<file path="config.mk">
export PLATFORM = sky130hd
export DESIGN_NAME = watchdog_ctrl
export DESIGN_NICKNAME = d
export VERILOG_FILES = /design/src/rtl/watchdog_ctrl.sv
export SDC_FILE = /design/constraint.sdc
export NUM_CORES = 1
export LEC_CHECK = 0
export CELL_PAD_IN_SITES_DETAIL_PLACEMENT = 1
export CELL_PAD_IN_SITES_GLOBAL_PLACEMENT = 1
export CORE_AREA = 2 2 105 117
export DETAILED_ROUTE_END_ITERATION = 8
export DIE_AREA = 0 0 107 119
export GPL_ROUTABILITY_DRIVEN = 0
export PLACE_DENSITY_LB_ADDON = 0.1
export REMOVE_ABC_BUFFERS = 1
export SLEW_MARGIN = 20
export SYNTH_ARGS = -nofsm -noshare
export SYNTH_HDL_FRONTEND = slang
export SYNTH_SLANG_ARGS = --single-unit
export TNS_END_PERCENT = 100
</file>
<file path="constraint.sdc">
create_clock -name clk -period 5.45 [get_ports clk]
set_input_delay 1.09 -clock clk [delete_from_list [all_inputs] [get_ports clk]]
set_output_delay 1.09 -clock clk [all_outputs]
set_load 0.01 [all_outputs]
</file>
<file path="src/rtl/watchdog_ctrl.sv">
// watchdog_ctrl: PC-stall watchdog with keyed kick, early-warning irq and fixed-length reset pulse.
// Register map: 0 CTRL, 1 TIMEOUT, 2 WARN, 3 KICK (write) / COUNT (read).
module watchdog_ctrl #(
    parameter int          CNT_W     = 16,
    parameter int          RST_PULSE = 4,
    parameter logic [31:0] KICK_KEY  = 32'h5A5A_A5A5
) (
    input  logic        clk,
    input  logic        rst,
    input  logic [31:0] present_pc,
    input  logic [31:0] previous_pc,
    input  logic        cfg_we,
    input  logic [1:0]  cfg_addr,
    input  logic [31:0] cfg_wdata,
    output logic [31:0] cfg_rdata,
    output logic        wdt_irq,
    output logic        watchdog_rst,
    output logic [2:0]  state_o
);
    localparam int PW = $clog2(RST_PULSE + 1);

    typedef enum logic [2:0] {
        IDLE  = 3'd0,
        COUNT = 3'd1,
        WARN  = 3'd2,
        BITE  = 3'd3,
        HOLD  = 3'd4
    } state_t;

    state_t           r_state, w_state_nxt;
    logic [CNT_W-1:0] r_cnt, r_timeout, r_warn;
    logic [PW-1:0]    r_pcnt;
    logic             r_en, r_lock;
    logic             w_progress, w_kick, w_badkick, w_ctrl_we, w_en;
    logic             w_active, w_nxt_active, w_pulse_done;

    assign w_progress   = present_pc != previous_pc;
    assign w_kick       = cfg_we && cfg_addr == 2'd3 && cfg_wdata == KICK_KEY;
    assign w_badkick    = cfg_we && cfg_addr == 2'd3 && cfg_wdata != KICK_KEY;
    assign w_ctrl_we    = cfg_we && cfg_addr == 2'd0 && !r_lock;
    // A same-cycle CTRL write overrides the stored enable so disabling beats a timeout
    assign w_en         = w_ctrl_we ? cfg_wdata[0] : r_en;
    assign w_active     = r_state == COUNT || r_state == WARN;
    assign w_nxt_active = w_state_nxt == COUNT || w_state_nxt == WARN;
    assign w_pulse_done = r_pcnt == PW'(RST_PULSE - 1);

    always_ff @(posedge clk) begin
        if (rst) r_state <= IDLE;
        else     r_state <= w_state_nxt;
    end

    always_comb begin
        w_state_nxt = r_state;
        case (r_state)
            IDLE:        w_state_nxt = w_en ? COUNT : IDLE;
            COUNT, WARN: w_state_nxt = !w_en                    ? IDLE  :
                                       w_badkick                ? BITE  :
                                       (w_progress || w_kick)   ? COUNT :
                                       (r_cnt >= r_timeout)     ? BITE  :
                                       (r_cnt >= r_warn)        ? WARN  : r_state;
            BITE:        w_state_nxt = w_pulse_done ? HOLD : BITE;
            HOLD:        w_state_nxt = w_en ? COUNT : IDLE;
            default:     w_state_nxt = IDLE;
        endcase
    end

    always_comb begin
        watchdog_rst = r_state == BITE;
        wdt_irq      = r_state == WARN;
        state_o      = r_state;
        cfg_rdata    = cfg_addr == 2'd0 ? {25'b0, r_state, 1'b0, r_state == WARN, r_lock, r_en} :
                       cfg_addr == 2'd1 ? 32'(r_timeout) :
                       cfg_addr == 2'd2 ? 32'(r_warn)    : 32'(r_cnt);
    end

    // Counter only runs while staying in COUNT/WARN without progress; it never passes TIMEOUT since that bites
    always_ff @(posedge clk) begin
        if (rst) begin
            r_cnt     <= '0;
            r_pcnt    <= '0;
            r_en      <= 1'b0;
            r_lock    <= 1'b0;
            r_timeout <= '1;
            r_warn    <= CNT_W'(1) << (CNT_W - 1);
        end else begin
            r_cnt  <= (w_active && w_nxt_active && !(w_progress || w_kick)) ? r_cnt + 1'b1 : '0;
            r_pcnt <= (r_state == BITE && !w_pulse_done) ? r_pcnt + 1'b1 : '0;
            if (w_ctrl_we) begin
                r_en   <= cfg_wdata[0];
                r_lock <= cfg_wdata[1];
            end
            if (cfg_we && cfg_addr == 2'd1 && !r_lock && cfg_wdata[CNT_W-1:0] != '0)
                r_timeout <= cfg_wdata[CNT_W-1:0];
            if (cfg_we && cfg_addr == 2'd2 && !r_lock)
                r_warn <= cfg_wdata[CNT_W-1:0];
        end
    end
endmodule

</file>
# Word-level counts from Yosys, hierarchy flattened
# Index checks and enable logic that the tools add are counted.
classes:
  bitwise: 2
  n_reduce_logical: 26
  addsub: 2
  n_mux: 12
  eq_ne: 13
  div: 0
  shift: 0
  order_cmp: 2
  mul: 0
op_table:
  columns: ["cell", "count"]
  rows:
  - ["$mux W16", 3]
  - ["$eq A32 B31 Y1 const B", 1]
  - ["$ge A16 B16 Y1", 2]
  - ["$ne A32 B31 Y1 const B", 1]
  - ["$ne A32 B32 Y1", 1]
  - ["$mux W3", 6]
  - ["$add A16 B1 Y16 const B", 1]
  - ["$reduce_bool A16 Y1", 1]
  - ["$logic_and A1 B1 Y1", 13]
  - ["$eq A3 B2 Y1 const B", 4]
  - ["$pmux W3 S3", 1]
  - ["$reduce_or A2 Y1", 4]
  - ["$eq A3 B1 Y1 const B", 2]
  - ["$eq A2 B2 Y1 const B", 2]
  - ["$add A3 B1 Y3 const B", 1]
  - ["$eq A3 B3 Y1 const B", 1]
  - ["$logic_not A1 Y1", 3]
  - ["$logic_not A3 Y1", 1]
  - ["$logic_or A1 B1 Y1", 3]
  - ["$eq A2 B1 Y1 const B", 1]
  - ["$logic_not A2 Y1", 1]
  - ["$mux W1", 2]
  - ["$not A1 Y1", 2]
totals:
  mem_bits_rw: 0
  romBits: 0
  output_inout_bits: 37
  mem_count: 0
  latch_bits: 0
  regBits: 56
  inputBits: 101

# Longest topological paths before layout
logic_depth:
  ltp_word: 14
  depth_mapped: 10
  ltp_nobuf: 9

# Least setup slack after synthesis
# OpenSTA, ideal clock, no wires.
synth_path:
  kind: "in2out"
  start: "input cfg_addr[0]"
  end: "output cfg_rdata[1]"
  setup_slack_ps: 2265
  t_required_ps: 4360
  n_path_buf: 2
  arrival_ps: 2095
  stages: 3
  cell_sequence: "buf_1 clkbuf_1 mux4_2"
synth_between:
  elab_chain_cells: 4
synth_lines:
  columns: ["element", "line", "rtl"]
  rows:
  - ["from (decl)", "13", "input logic [1:0] cfg_addr,"]
  - ["$eq A2 B2 Y1", "73", "cfg_addr == 2'd2 ? 32'(r_warn) : 32'(r_cnt);"]
  - ["$mux W16", "73", null]
  - ["$mux W16", "72", "cfg_addr == 2'd1 ? 32'(r_timeout) :"]
  - ["$mux W16 *", "71", "cfg_rdata = cfg_addr == 2'd0 ? {25'b0, r_state, 1'b0, r_state == WARN, r_lock, r_en} :"]
  - ["to (decl)", "15", "output logic [31:0] cfg_rdata,"]
# Every way passes the cells marked *; elsewhere a longest branch is shown, timed or not.

# Final worst setup path
layout_path:
  start: "input cfg_addr[0]"
  end: "output cfg_rdata[8]"
# The elaborated chain is that of the path after synthesis.

==> impl_metrics.toml <==
[setup_path]
crit_family = "buffers and inverters"
end_kind = "output pin"
rrSetupSlack_ps = 2580
reg2reg_from = "r_cnt[2]$_SDFF_PP0_"
r2r-end = "r_cnt[3]$_SDFF_PP0_"
cpMaxStageDelayCell = "clkdlybuf4s50_1"
crit_arrival_ps = 3110
worstRegToRegCells = 8
critical_path_peak_fanout = 25
path_cells = "clkdlybuf4s50_1, buf_4, nand2_1, o21ai_0, a22o_1, clkdlybuf4s50_1"
start_kind = "primary input"
cp_common_cell = "clkdlybuf4s50_1"
required_ps = 4360
path_class = "in -> out"
critPathBufInv = 3
slowest_delay_ps = 780

[sta]
fmaxAchievable_mhz = 237.9
rsz0062_at_grt = "no"
hold_violations = 0
fin_ws_ps = 1247
fin_tns_setup_ps = 0
fin_skew_ps = 5.962
finalSetupViolations = 0
drv_slew = 0
fin_crit_sh = 0.7713
worstMarginPinSlew_ps = 861.1
relSlewSlack = 0.4216
period_needed_ps = 4203

[clock_network]
cts_made_buffers = 5
worstSkewPairLatency_ps = 300
cts.sinks = 56
clk_pin_slew_ps = 70
cts-root-buf = "clkbuf_16"
cts.repair.resized = 0
ctsLongestPathBuffers = 2
postCtsSetupBuffers = 0
cts_max_level = 2
hold_buffers = 0
cts_tree = "yes"

[floorplanning]
initial_core_util = 0.3477
chipHeight_um = 119
dieArea_um2 = 12730
die_x_um = 107
core_area_um2 = 11720
pin_count = 138
rows = 42

[worst_hold_path]
worstHoldPathType = "reg -> reg"
min-delay-start = "r_pcnt[0]$_SDFF_PP0_"
whs_path_depth = 1
holdPathEnd = "r_pcnt[0]$_SDFF_PP0_"

[detailed_routing]
route.detailed.drc = 0
firstDrtPassIters = 4
drt-initial-drc-count = 127
avgRoutedWirePerCell_um = 17.63
wirelength_um = 13290
ant_nets = 0
routed_via_density = 5.166
via_count = 3895

[synth]
synth_compound_area_frac = 0.1471
synthXorXnorAreaFrac = 0.1010
synth_warnings = 0
synth_top_family_by_area = "simple AND/OR/NAND/NOR gates"
ys_seq_area_frac = 0.2751
synth.distinct_cells = 59
synth_cells = 484
syn-cell-area_um2 = 4075
synth_simple_gate_area_frac = 0.2076
synth_edf_count = 0
synth-async-reset-ratio = 0
synthAdderAreaFrac = 0.1075
synth-seq-cells = 56
avgSynthCellArea_um2 = 8.420
synthFlopType = "dfxtp_1"
muxShareOfSynthArea = 0.07492

[finish]
fin_cells = 754
post-route-util = 0.4726
nFillCells = 1398
antenna_cells = 0
syn_to_final_growth_pct = 35.89
layout_common_cells = "clkdlybuf4s50_1 (121), nand2_1 (85), dfxtp_1 (56)"
finalNetCount = 735
drive_above_1_share = 0.07000
mostFrequentLayoutCell = "clkdlybuf4s50_1"

[placement]
dp.final_hpwl_um = 10860
numPortBuffers = 121
placed_cells = 746
place_ws_ps = 1234

[grt]
grt_max_degree = 26
grt_pass1_vias = 4132
grt.total_usage = 0.2132
grt_first_pass_wirelength_um = 21030
grt.overflow.total = 0
antenna_found_initial = 0

[pwr]
vdd.ir_drop.worst_mv = 0.1224
leakage_nw = 2.267
power_density_nw_per_um2 = 184.6

[job]
maxCapViolCount = 0

[run_status]
status = "completed"
registers in the layout, indices dropped and copies added (netlist names):
register	cells
r_cnt	16
r_en	1
r_lock	1
r_pcnt	3
r_timeout	16
r_warn	16
state_o	3
worst register-to-register path: stages, from the launching register on:
cell and delay, ps:
dfxtp_1 480, ha_1 300, a211o_1 300, a31oi_1 290
o221ai_2 150, a21oi_2 250, a2111o_1 260, nand3_2 450
a21oi_1 310
through the flow:
stage | instance area (um^2) | hold slack (ps) | power, mW
after floorplan | 3924 | 399.1 | 0.5168
after global placement | 5365 | 406.2 | 0.6467
after detailed placement | 5370 | 422.5 | 0.6519
after CTS | 5538 | 433.3 | 1.034
after global routing | 5538 | 454.3 | 1.066
final | 5538 | 429.0 | 1.022
per-layer routing:
layer	track usage	routed length [um]	vias up
met5	0	0	-
met3	0.05145	768	15
li1	-	-	1881
met2	0.3897	6791	121
met4	0.06169	305	0
met1	0.2433	5426	1878
area by class of cell:
class / instances / area (um^2) / share of cell area
multi-input combinational: 372 / 2665 / 0.4812
clock inverter: 2 / 38.79 / 0.007004
inverter: 38 / 142.6 / 0.02576
timing repair buffer: 126 / 1249 / 0.2255
clock buffer: 6 / 128.9 / 0.02327
sequential: 56 / 1121 / 0.2024
tap: 154 / 192.7 / 0.03479
synthesized netlist by cell type, drive strengths merged, types with 2 or more instances:
master	instances	area, um^2
nand2	85	319.1
dfxtp	56	1121
a21oi	43	264.0
xnor2	43	376.6
inv	37	138.9
ha	35	437.9
buf	21	162.7
mux2i	17	170.2
nand4	15	93.84
nor2	15	58.81
o21ai	15	75.07
clkbuf	12	45.04
a22o	10	87.58
nand3	10	55.05
and3	8	50.05
nor4	7	71.31
a31oi	6	43.79
mux4	6	135.1
xor2	4	35.03
nor2b	3	18.77
a21o	2	22.52
and2	2	13.77
and3b	2	17.52
nand2b	2	12.51
nand3b	2	15.01
nand4bb	2	22.52
o211ai	2	15.01
or3	2	12.51
or4	2	15.01
worst max-delay path by stage:
stage / depth (start not counted) / startpoint / endpoint / slack [ps]
after global placement: 6 / cfg_addr[0] / cfg_rdata[3] / 1260
after floorplan: 2 / cfg_addr[0] / cfg_rdata[10] / 2570
after global routing: 6 / cfg_addr[0] / cfg_rdata[3] / 1010
final: 6 / cfg_addr[0] / cfg_rdata[8] / 1250
after detailed placement: 6 / cfg_addr[0] / cfg_rdata[8] / 1230
after CTS: 6 / cfg_addr[0] / cfg_rdata[3] / 1210
report_power, final:
part	switching, mW	internal, mW	total, mW
logic	0.0909	0.124	0.215
registers	0.00706	0.418	0.425
clock network	0.163	0.220	0.382
logic make-up (layout without fill, tap and decap cells):
| logic type | count (synthesis) | in the layout |
|---|---|---|
| xor+xnor | 47 | 47 |
| buf+inv | 71 | 172 |
| fa+ha+maj | 35 | 35 |
| other cells | 1 | 16 |
| compound gates | 87 | 87 |
| flops | 56 | 56 |
| mux | 23 | 23 |
| simple gates | 164 | 164 |
No activity file was read; power rests on OpenSTA's default activity.
